<file path="src/rtl/calc_pkg.sv">
// Shared constants and types for the two-digit decimal calculator sequencer.
package calc_pkg;

    localparam int unsigned OPD_W_DEF = 7;
    localparam int unsigned RES_W_DEF = 14;
    localparam int unsigned BCD_N_DEF = 4;

    localparam logic [3:0] KEY_ADD = 4'd10;
    localparam logic [3:0] KEY_SUB = 4'd11;
    localparam logic [3:0] KEY_MUL = 4'd12;
    localparam logic [3:0] KEY_DIV = 4'd13;
    localparam logic [3:0] KEY_EQ  = 4'd14;
    localparam logic [3:0] KEY_CLR = 4'd15;

    typedef enum logic [1:0] {OP_ADD, OP_SUB, OP_MUL, OP_DIV} op_e;

    typedef enum logic [2:0] {StEntA, StEntB, StCalc, StConv, StDone, StErr} state_e;

    // Operator keys are contiguous, so the offset from KEY_ADD is the op encoding.
    function automatic op_e key_to_op(input logic [3:0] code);
        logic [3:0] diff;
        diff = code - KEY_ADD;
        return op_e'(diff[1:0]);
    endfunction

endpackage

</file>
<file path="src/rtl/calc_bin2bcd.sv">
// Iterative double-dabble converter: one shift per cycle for Width cycles after start_i.
// bcd_o carries the digits produced by the current step and is final while done_o is high.
module calc_bin2bcd #(
    parameter int unsigned Width  = 14,
    parameter int unsigned Digits = 4
) (
    input  logic                  clk_i,
    input  logic                  rst_i,
    input  logic                  start_i,
    input  logic [Width-1:0]      bin_i,
    output logic                  done_o,
    output logic [4*Digits-1:0]   bcd_o
);
    localparam int unsigned CntW = $clog2(Width + 1);

    logic [Width-1:0]          bin_q, bin_d;
    logic [4*Digits-1:0]       bcd_q, bcd_d;
    logic [CntW-1:0]           cnt_q, cnt_d;
    logic                      run_q, run_d;
    logic [4*Digits-1:0]       bcd_adj;
    logic [4*Digits+Width-1:0] shifted;

    always_comb begin
        bcd_adj = bcd_q;
        for (int i = 0; i < int'(Digits); i++) begin
            if (bcd_q[4*i +: 4] >= 4'd5) begin
                bcd_adj[4*i +: 4] = bcd_q[4*i +: 4] + 4'd3;
            end
        end
        shifted = {bcd_adj, bin_q} << 1;
    end

    always_comb begin
        bin_d = bin_q;
        bcd_d = bcd_q;
        cnt_d = cnt_q;
        run_d = run_q;
        if (start_i) begin
            bin_d = bin_i;
            bcd_d = '0;
            cnt_d = CntW'(Width);
            run_d = 1'b1;
        end else if (run_q) begin
            bin_d = shifted[Width-1:0];
            bcd_d = shifted[4*Digits+Width-1:Width];
            cnt_d = cnt_q - CntW'(1);
            if (cnt_q == CntW'(1)) begin
                run_d = 1'b0;
            end
        end
    end

    assign done_o = run_q && (cnt_q == CntW'(1));
    assign bcd_o  = shifted[4*Digits+Width-1:Width];

    always_ff @(posedge clk_i) begin
        if (rst_i) begin
            bin_q <= '0;
            bcd_q <= '0;
            cnt_q <= '0;
            run_q <= 1'b0;
        end else begin
            bin_q <= bin_d;
            bcd_q <= bcd_d;
            cnt_q <= cnt_d;
            run_q <= run_d;
        end
    end

endmodule

</file>
<file path="src/rtl/calc_seq_ctrl.sv">
// Keypad sequencer for the two-digit calculator: operand entry, ALU/divider, BCD result.
// Define CALC_REMAINDER_EN to add rem_d1/rem_d0 carrying the BCD division remainder.
module calc_seq_ctrl
    import calc_pkg::*;
#(
    parameter int unsigned OPD_W = OPD_W_DEF,
    parameter int unsigned RES_W = RES_W_DEF,
    parameter int unsigned BCD_N = BCD_N_DEF
) (
    input  logic       clk,
    input  logic       rst,
    input  logic       key_valid,
    input  logic [3:0] key_code,
    output logic       key_ready,
    output logic [3:0] res_d3,
    output logic [3:0] res_d2,
    output logic [3:0] res_d1,
    output logic [3:0] res_d0,
    output logic       res_neg,
    output logic       res_valid,
    output logic       err,
    output logic       busy
`ifdef CALC_REMAINDER_EN
    ,
    output logic [3:0] rem_d1,
    output logic [3:0] rem_d0
`endif
);
    localparam int unsigned DivCntW = $clog2(OPD_W);

    state_e               state_q, state_d;
    op_e                  op_q, op_d;
    logic [OPD_W-1:0]     opa_q, opa_d, opb_q, opb_d;
    logic [1:0]           na_q, na_d, nb_q, nb_d;
    logic [RES_W-1:0]     result_q, result_d;
    logic                 neg_q, neg_d, res_neg_q, res_neg_d;
    logic                 res_valid_q, res_valid_d, err_q, err_d;
    logic [4*BCD_N-1:0]   dig_q, dig_d;
    logic [OPD_W-1:0]     div_quo_q, div_quo_d, div_rem_q, div_rem_d;
    logic [DivCntW-1:0]   div_cnt_q, div_cnt_d;

    logic                 key_hit, clr_hit, key_is_digit, key_is_op, key_is_eq;
    logic [OPD_W-1:0]     key_digit;
    logic [OPD_W:0]       div_trial;
    logic                 div_ge;
    logic [OPD_W-1:0]     div_rem_next, div_quo_next;
    logic [RES_W-1:0]     alu_res;
    logic                 alu_neg;
    logic                 conv_rst, conv_start, conv_done, enter_done, enter_err;
    logic [RES_W-1:0]     conv_bin;
    logic [4*BCD_N-1:0]   conv_bcd;

    assign key_ready    = (state_q == StEntA) || (state_q == StEntB) ||
                          (state_q == StDone) || (state_q == StErr);
    assign busy         = (state_q == StCalc) || (state_q == StConv);
    assign key_hit      = key_valid && key_ready;
    assign clr_hit      = key_valid && (key_code == KEY_CLR);
    assign key_is_digit = key_code <= 4'd9;
    assign key_is_op    = (key_code >= KEY_ADD) && (key_code <= KEY_DIV);
    assign key_is_eq    = key_code == KEY_EQ;
    assign key_digit    = OPD_W'(key_code);

    // One restoring shift-subtract step: quotient bits shift in from the right.
    assign div_trial    = {div_rem_q, div_quo_q[OPD_W-1]};
    assign div_ge       = div_trial >= {1'b0, opb_q};
    assign div_rem_next = div_ge ? OPD_W'(div_trial - {1'b0, opb_q}) : div_trial[OPD_W-1:0];
    assign div_quo_next = {div_quo_q[OPD_W-2:0], div_ge};

    always_comb begin
        alu_res = '0;
        alu_neg = 1'b0;
        unique case (op_q)
            OP_ADD: alu_res = RES_W'(opa_q) + RES_W'(opb_q);
            OP_SUB: begin
                if (opa_q < opb_q) begin
                    alu_res = RES_W'(opb_q - opa_q);
                    alu_neg = 1'b1;
                end else begin
                    alu_res = RES_W'(opa_q - opb_q);
                end
            end
            OP_MUL: alu_res = RES_W'(opa_q) * RES_W'(opb_q);
            default: ;
        endcase
    end

    always_comb begin
        state_d     = state_q;
        op_d        = op_q;
        opa_d       = opa_q;
        opb_d       = opb_q;
        na_d        = na_q;
        nb_d        = nb_q;
        result_d    = result_q;
        neg_d       = neg_q;
        res_neg_d   = res_neg_q;
        res_valid_d = 1'b0;
        err_d       = err_q;
        dig_d       = dig_q;
        div_quo_d   = div_quo_q;
        div_rem_d   = div_rem_q;
        div_cnt_d   = div_cnt_q;
        conv_start  = 1'b0;
        conv_bin    = '0;

        unique case (state_q)
            StEntA: begin
                if (key_hit && key_is_digit && (na_q < 2'd2)) begin
                    opa_d = opa_q * OPD_W'(10) + key_digit;
                    na_d  = na_q + 2'd1;
                end else if (key_hit && key_is_op) begin
                    op_d    = key_to_op(key_code);
                    opb_d   = '0;
                    nb_d    = '0;
                    state_d = StEntB;
                end
            end
            StEntB: begin
                if (key_hit && key_is_digit && (nb_q < 2'd2)) begin
                    opb_d = opb_q * OPD_W'(10) + key_digit;
                    nb_d  = nb_q + 2'd1;
                end else if (key_hit && key_is_op) begin
                    op_d = key_to_op(key_code);
                end else if (key_hit && key_is_eq) begin
                    div_quo_d = opa_q;
                    div_rem_d = '0;
                    div_cnt_d = '0;
                    state_d   = StCalc;
                end
            end
            StCalc: begin
                if (op_q != OP_DIV) begin
                    result_d   = alu_res;
                    neg_d      = alu_neg;
                    conv_start = 1'b1;
                    conv_bin   = alu_res;
                    state_d    = StConv;
                end else if (opb_q == '0) begin
                    err_d     = 1'b1;
                    dig_d     = '0;
                    res_neg_d = 1'b0;
                    state_d   = StErr;
                end else begin
                    div_quo_d = div_quo_next;
                    div_rem_d = div_rem_next;
                    div_cnt_d = div_cnt_q + DivCntW'(1);
                    if (div_cnt_q == DivCntW'(OPD_W - 1)) begin
                        result_d   = RES_W'(div_quo_next);
                        neg_d      = 1'b0;
                        conv_start = 1'b1;
                        conv_bin   = RES_W'(div_quo_next);
                        state_d    = StConv;
                    end
                end
            end
            StConv: begin
                if (conv_done) begin
                    dig_d       = conv_bcd;
                    res_neg_d   = neg_q;
                    res_valid_d = 1'b1;
                    state_d     = StDone;
                end
            end
            StDone: begin
                if (key_hit && key_is_digit) begin
                    opa_d   = key_digit;
                    na_d    = 2'd1;
                    opb_d   = '0;
                    nb_d    = '0;
                    state_d = StEntA;
                end else if (key_hit && key_is_op) begin
                    if (result_q <= RES_W'(99)) begin
                        opa_d   = result_q[OPD_W-1:0];
                        na_d    = 2'd2;
                        op_d    = key_to_op(key_code);
                        opb_d   = '0;
                        nb_d    = '0;
                        state_d = StEntB;
                    end else begin
                        err_d     = 1'b1;
                        dig_d     = '0;
                        res_neg_d = 1'b0;
                        state_d   = StErr;
                    end
                end
            end
            StErr: ;
            default: state_d = StEntA;
        endcase

        // Clear wins over everything, including a busy datapath.
        if (clr_hit) begin
            state_d     = StEntA;
            op_d        = OP_ADD;
            opa_d       = '0;
            opb_d       = '0;
            na_d        = '0;
            nb_d        = '0;
            result_d    = '0;
            neg_d       = 1'b0;
            res_neg_d   = 1'b0;
            res_valid_d = 1'b0;
            err_d       = 1'b0;
            dig_d       = '0;
            div_quo_d   = '0;
            div_rem_d   = '0;
            div_cnt_d   = '0;
            conv_start  = 1'b0;
        end
    end

    assign enter_done = (state_q == StConv) && conv_done;
    assign enter_err  = (state_d == StErr) && (state_q != StErr);
    assign conv_rst   = rst || clr_hit;

    calc_bin2bcd #(
        .Width (RES_W),
        .Digits(BCD_N)
    ) u_res_conv (
        .clk_i  (clk),
        .rst_i  (conv_rst),
        .start_i(conv_start),
        .bin_i  (conv_bin),
        .done_o (conv_done),
        .bcd_o  (conv_bcd)
    );

    always_ff @(posedge clk) begin
        if (rst) begin
            state_q     <= StEntA;
            op_q        <= OP_ADD;
            opa_q       <= '0;
            opb_q       <= '0;
            na_q        <= '0;
            nb_q        <= '0;
            result_q    <= '0;
            neg_q       <= 1'b0;
            res_neg_q   <= 1'b0;
            res_valid_q <= 1'b0;
            err_q       <= 1'b0;
            dig_q       <= '0;
            div_quo_q   <= '0;
            div_rem_q   <= '0;
            div_cnt_q   <= '0;
        end else begin
            state_q     <= state_d;
            op_q        <= op_d;
            opa_q       <= opa_d;
            opb_q       <= opb_d;
            na_q        <= na_d;
            nb_q        <= nb_d;
            result_q    <= result_d;
            neg_q       <= neg_d;
            res_neg_q   <= res_neg_d;
            res_valid_q <= res_valid_d;
            err_q       <= err_d;
            dig_q       <= dig_d;
            div_quo_q   <= div_quo_d;
            div_rem_q   <= div_rem_d;
            div_cnt_q   <= div_cnt_d;
        end
    end

    assign res_d3    = dig_q[15:12];
    assign res_d2    = dig_q[11:8];
    assign res_d1    = dig_q[7:4];
    assign res_d0    = dig_q[3:0];
    assign res_neg   = res_neg_q;
    assign res_valid = res_valid_q;
    assign err       = err_q;

`ifdef CALC_REMAINDER_EN
    logic [RES_W-1:0] rem_bin;
    logic             rem_done;
    logic [7:0]       rem_bcd;
    logic [7:0]       rem_dig_q, rem_dig_d;

    // Runs alongside the result converter with the same length, so both finish together.
    assign rem_bin = (op_q == OP_DIV) ? RES_W'(div_rem_next) : '0;

    calc_bin2bcd #(
        .Width (RES_W),
        .Digits(2)
    ) u_rem_conv (
        .clk_i  (clk),
        .rst_i  (conv_rst),
        .start_i(conv_start),
        .bin_i  (rem_bin),
        .done_o (rem_done),
        .bcd_o  (rem_bcd)
    );

    always_comb begin
        rem_dig_d = rem_dig_q;
        if (clr_hit || enter_err) begin
            rem_dig_d = '0;
        end else if (rem_done && enter_done) begin
            rem_dig_d = rem_bcd;
        end
    end

    always_ff @(posedge clk) begin
        if (rst) begin
            rem_dig_q <= '0;
        end else begin
            rem_dig_q <= rem_dig_d;
        end
    end

    assign rem_d1 = rem_dig_q[7:4];
    assign rem_d0 = rem_dig_q[3:0];
`endif

endmodule

</file>
<file path="config.mk">
export PLATFORM = sky130hd
export DESIGN_NAME = calc_seq_ctrl
export DESIGN_NICKNAME = d
export VERILOG_FILES = /design/src/rtl/calc_pkg.sv /design/src/rtl/calc_bin2bcd.sv /design/src/rtl/calc_seq_ctrl.sv
export SDC_FILE = /design/constraint.sdc
export NUM_CORES = 1
export LEC_CHECK = 0
export ABC_AREA = 1
export BUFFER_PORTS_ARGS = -buffer_cell sky130_fd_sc_hd__buf_2
export CELL_PAD_IN_SITES_DETAIL_PLACEMENT = 1
export CELL_PAD_IN_SITES_GLOBAL_PLACEMENT = 2
export CORE_MARGIN = 1.5
export CORE_UTILIZATION = 25
export CTS_BUF_LIST = sky130_fd_sc_hd__clkbuf_4 sky130_fd_sc_hd__clkbuf_8
export CTS_CLUSTER_SIZE = 12
export DETAILED_ROUTE_END_ITERATION = 7
export PLACE_DENSITY_LB_ADDON = 0.2
export SYNTH_ARGS = -nofsm -noshare
export SYNTH_HDL_FRONTEND = slang
export SYNTH_SLANG_ARGS = --single-unit
</file>
<file path="constraint.sdc">
create_clock -name clk -period 3.83 [get_ports clk]
set_input_delay 0.766 -clock clk [delete_from_list [all_inputs] [get_ports clk]]
set_output_delay 0.766 -clock clk [all_outputs]
set_load 0.01 [all_outputs]
</file>
# Word-level counts from Yosys, hierarchy flattened
# Cells that the tools add are included.
[totals]
ff_bits = 109
inputBits = 7
wordCells = 232
[op_classes]
n_addsub = 15
multipliers = 3
n_lt_le_gt_ge = 12
n_eq_ne = 31
n_mux = 114
n_bitwise = 2
reduce_logical = 35
[op_table]
columns = ["op", "n"]
rows = [
  ["7-bit two-way mux", 23],
  ["14-bit two-way mux", 8],
  ["16-bit two-way mux", 6],
  ["3-bit two-way mux", 18],
  ["16-bit one-hot mux with 3 select lines", 1],
  ["14-bit one-hot mux with 3 select lines", 1],
  ["7-bit one-hot mux with 2 select lines", 3],
  ["2-bit two-way mux", 16],
  ["1-bit two-way mux", 25],
  ["6-bit AND reduction", 4],
  ["7-bit one-hot mux with 3 select lines", 1],
  ["4-bit two-way mux", 5],
  ["2-bit inequality test (second input constant)", 10],
  ["3-bit one-hot mux with 6 select lines", 1],
  ["4-bit by 3-bit >= comparator with 1-bit output (second input constant)", 4],
  ["7-bit by 7-bit subtractor with 8-bit output", 2],
  ["7-bit by 4-bit adder with 7-bit output", 2],
  ["14-bit by 7-bit <= comparator with 1-bit output (second input constant)", 1],
  ["7-bit by 3-bit multiplier with 6-bit output (second input constant)", 2],
  ["7-bit by 7-bit multiplier with 14-bit output", 1],
  ["2-bit by 1-bit inequality test with 1-bit output (second input constant)", 7],
  ["4-bit by 2-bit adder with 4-bit output (second input constant)", 3],
  ["2-bit one-hot mux with 3 select lines", 2],
  ["2-bit nonzero test", 5],
  ["38 further kinds", 61],
]

# Depth between registers and ports, before layout
[logic_depth]
word_depth = 10
mapped_depth = 23

# Modules after synthesis
# A second synthesis with hierarchy kept.
[hier_totals]
hier_cells = 1361
area_unflattened_um2 = 9007.4
[modules_own_cells]
columns = ["module", "instances", "cells_each", "area_each_um2"]
rows = [
  ["calc_seq_ctrl", 1, 1088, 7145.6],
  ["calc_bin2bcd", 1, 273, 1861.8],
]

# Least setup slack after synthesis
# OpenSTA, ideal clock, no wires.
[synth_path]
path_type = "register to register"
from = "register opa_q[1]"
to = "register u_res_conv.bin_q[12]"
setup_time_ns = 0.109
arrival_ns = 4.027
required_time_ns = 3.721
slack_ns = -0.307
path_stages_with_launch = 19
cell_sequence = "dfxtp_1 > clkbuf_1 > nand2_1 > fa_1 > fa_1 > inv_1 > fa_1 > inv_1 > fa_1 > inv_1 > ha_1 > nand2_1 > nor2_1 > o21ai_0 > nand4_1 > nand3_1 > nand3_1 > nand2_1 > inv_1"
[synth_via]
elab_chain_len = 6
word_cells_on_any_way = 9
[synth_rtl]
columns = ["element", "line_no", "text"]
rows = [
  ["start: declaration", "calc_seq_ctrl.sv:33", "logic [OPD_W-1:0] opa_q, opa_d, opb_q, opb_d;"],
  ["start signal: assignment", "calc_seq_ctrl.sv:248", "opa_q <= opa_d;"],
  ["parallel branches: the longest is 2 deep, another holds 7-bit by 7-bit multiplier with 14-bit output", "-", ""],
  ["14-bit one-hot mux with 3 select lines (*)", "calc_seq_ctrl.sv:72", "unique case (op_q)"],
  ["14-bit two-way mux (*)", "calc_seq_ctrl.sv:132", "if (op_q != OP_DIV) begin"],
  ["14-bit two-way mux (*)", "calc_seq_ctrl.sv:106", "unique case (state_q)"],
  ["14-bit two-way mux (*)", "calc_bin2bcd.sv:38", "if (start_i) begin"],
  ["end signal: assignment", "calc_bin2bcd.sv:63", "bin_q <= bin_d;"],
  ["end: declaration", "calc_bin2bcd.sv:16", "logic [Width-1:0] bin_q, bin_d;"],
]
# Every way passes the cells marked *.
# A chain may end at the register's enable or synchronous reset.

# Worst setup path in the final report
[layout_path]
from = "register opa_q[3]"
to = "register u_res_conv.bin_q[13]"
# The elaborated chain is that of the path after synthesis.

==> reports/metrics.cfg <==
[floorplanning]
initial_core_util=0.2552
die_area_um2=37630
chipHeight_um=194.0
core_um2=35740
ios=28
rows=69
die_w_um=194.0

[cells_and_area]
finish.utilization=0.2930
areaGrowthSynthToFinish_pct=14.84
n_antenna_cell=0
drive_above_1_share=0.1317
fin_nets=1570

[global_route]
antenna_found_initial=0
grt_use_total=0.1725
grt_pass1_vias=9157
grt_pass1_wl_um=50680
gr-usage-met2=0.3015
use_met1=0.2239
use_met3=0.01983
grt_max_degree=34
grt_overflow=0
grt_busiest_layer=met2

[yosys]
synth_seq_cells=109
yosys.area.top_type=dfxtp_1
ys_types=41
synth_top_area_frac=0.2393
synth_ff_type=dfxtp_1
syn_avg_cell_area_um2=6.528
ys_top_cells_by_area=dfxtp_1, nand2_1, ha_1
synthCells=1397
syn-cell-area_um2=9120
yosysWarnings=0
ys_async_sr_fraction=0
synth-edff-count=0
yosysSeqAreaShare=0.2393
syn_nets=1522

[clock_tree]
cts_buffers=9
cts.sinks=109
holdBufCountCts=0
clkLatencyLatePin_ns=0.42
root_buffer=clkbuf_8
cts_buffer_depth=2
tritoncts=yes
htree_num_levels=3
clk_pin_slew_ns=0.13

[sta]
hold_slack_ns=0.4518
skew_ns=0.02269
final_max_slew_viol_count=0
finalSetupViolCount=0
max_slew_margin=0.4586
max_freq_mhz=264.3
rsz0062_at_grt=true
worst_pin_slew_ns=0.8091
fin_crit_ns=3.783
hold_violations=0
layout_worst_path_cycle_share=0.9878

[drt]
vias_per_cell=4.600
drtPass1Iterations=4
drc_errors=0
drt_iter0_drc=316
vias=8790
wl_per_cell_um=16.61
wl_um=31730
postRouteAntennaNets=0

[critical_path]
path_buf_inv=4
critical-path-max-stage-delay_ns=0.50
crit_family=adder cells
end_kind=flip-flop
path_class=reg2reg
crit_path_max_fanout=4
cp.arrival_ns=4.14
cp-start-kind=flip-flop
cp.required_ns=4.19
crit_slowest_cell=fa_1
path_cells=ha_4 > fa_1 > inv_1 > fa_1 > inv_2 > fa_1 > inv_1 > fa_1 > inv_2 > ha_4 > nand2_2 > nand2_2 > nand2_1 > nand2_1 > nand2_1 > nand3_1 > nand2_1 > nand3_2 > nand2_2 > nand2_2 > a21oi_2

[placement]
place_congestion=0.7988
hpwl_um=25810
numPortBuffers=27

[pwr]
leakage_nw=5.289
power-per-cell-area_nw_per_um2=512.4
ir_drop_v=0.0001907

[status]
outcome=finished, final reports clean

[flow_run]
drv_cap=0

[min_path]
holdCritPathClass=reg2reg

-- cell usage after synthesis (all sizes together) (20+ instances only) --
master / n
nand3: 105
fa: 32
inv: 230
clkbuf: 20
nand2: 408
nor2: 117
buf: 24
o21ai: 58
nand4: 34
a21oi: 103
ha: 86
dfxtp: 109
-- per-layer routing --
| layer | vias to the layer above | part of all wire | wire (um) |
|---|---|---|---|
| met5 | - | 0 | 0 |
| met3 | 29 | 0.021 | 660 |
| met1 | 4179 | 0.48 | 15190 |
| met4 | 0 | 0.021 | 658 |
| li1 | 4501 | - | - |
| met2 | 81 | 0.48 | 15230 |
-- final timing paths --
| kind | from | depth (start not counted) | endpoint | slack (ns) |
|---|---|---|---|---|
| setup / recovery | opa_q[3]$_SDFFE_PP0P_ | 21 | u_res_conv.bin_q[13]$_SDFFE_PP0P_ | 0.05 |
| hold / removal | dig_q[5]$_SDFFE_PP0P_ | 2 | dig_q[5]$_SDFFE_PP0P_ | 0.45 |
| setup reg to reg | opa_q[3]$_SDFFE_PP0P_ | 21 | u_res_conv.bin_q[13]$_SDFFE_PP0P_ | 0.05 |
| hold reg to reg | dig_q[5]$_SDFFE_PP0P_ | 2 | dig_q[5]$_SDFFE_PP0P_ | 0.45 |
-- area by class of cell --
type,instances,area (um^2)
Multi-Input combinational cell,1013,6066
Timing Repair Buffer,81,555.5
Sequential cell,109,2205
Clock buffer,9,123.9
Clock inverter,7,77.57
Tap cell,461,576.8
Inverter,231,869.6
Fill cell,4553,25270
-- power by group --
group | internal [mW] | switching [mW] | leakage, nW
Combinational | 0.985 | 2.13 | 4.30
Clock | 0.258 | 0.491 | 0.0979
Sequential | 1.34 | 0.164 | 0.890
Total | 2.58 | 2.78 | 5.29
-- sequential cells by signal, summed over array words and instances (netlist names), 2 cells and up --
name              flops
u_res_conv.cnt_q      4
opb_q                 7
div_quo_q             7
u_res_conv.bcd_q     16
div_cnt_q             3
div_rem_q             7
u_res_conv.bin_q     14
state_q               3
dig_q                16
op_q                  2
opa_q                 7
result_q             14
nb_q                  2
na_q                  2
-- repair_timing --
| action | 4_1_cts | 5_1_grt |
|---|---|---|
| setup buffers | 1 | 1 |
| resized for setup | 28 | 35 |
| pin swaps | 17 | 13 |
| setup endpoints to repair | 16 | 16 |
-- cell families after synthesis --
family | count (synthesis) | synth area share
AND/OR/NAND/NOR | 687 | 0.3246
buffers and inverters | 275 | 0.1184
AO/OA/AOI/OAI | 187 | 0.1092
adder cells (fa/ha/maj) | 118 | 0.1882
flip-flops | 109 | 0.2393
XOR/XNOR | 20 | 0.01921
multiplexers | 1 | 0.001098
-- layout by cell type, fill, tap and decap left out, types with 6 or more instances in the layout --
master	Yosys	final
a21oi_1	103	99
a31oi_1	7	7
buf_2	15	27
buf_4	5	51
clkbuf_8	0	9
dfxtp_1	109	99
dfxtp_2	0	6
fa_1	32	32
ha_1	86	75
ha_4	0	7
inv_1	219	213
inv_2	10	16
nand2_1	405	391
nand2_2	3	15
nand3_1	102	98
nand3_2	3	7
nand4_1	33	33
nor2_1	107	103
nor2_2	6	9
nor3_1	8	8
o21ai_0	56	51
o21ai_1	2	6
or2_2	8	8
xnor2_1	6	6
xor2_1	14	14
-- tightest hold or removal path, cell delays in order (launching register included) --
cell	delay [ns]
dfxtp_1	0.33
nand2_1	0.06
nand2_1	0.04
-- per-stage QoR --
stage	worst slack, ns	total power, mW	area, um^2	setup TNS (ns)	std cells
2_1_floorplan	0.002753	3.617	9176	0	1397
3_3_place_gp	-0.1069	4.631	10040	-0.9096	1893
5_1_grt	-0.1668	5.892	10470	-1.377	1911
4_1_cts	-0.008543	5.453	10350	-0.008543	1910
3_5_place_dp	-0.1958	4.640	10040	-1.971	1893
6_report	0.04674	5.367	10470	0	1911
(Power assumes the default switching activity.)
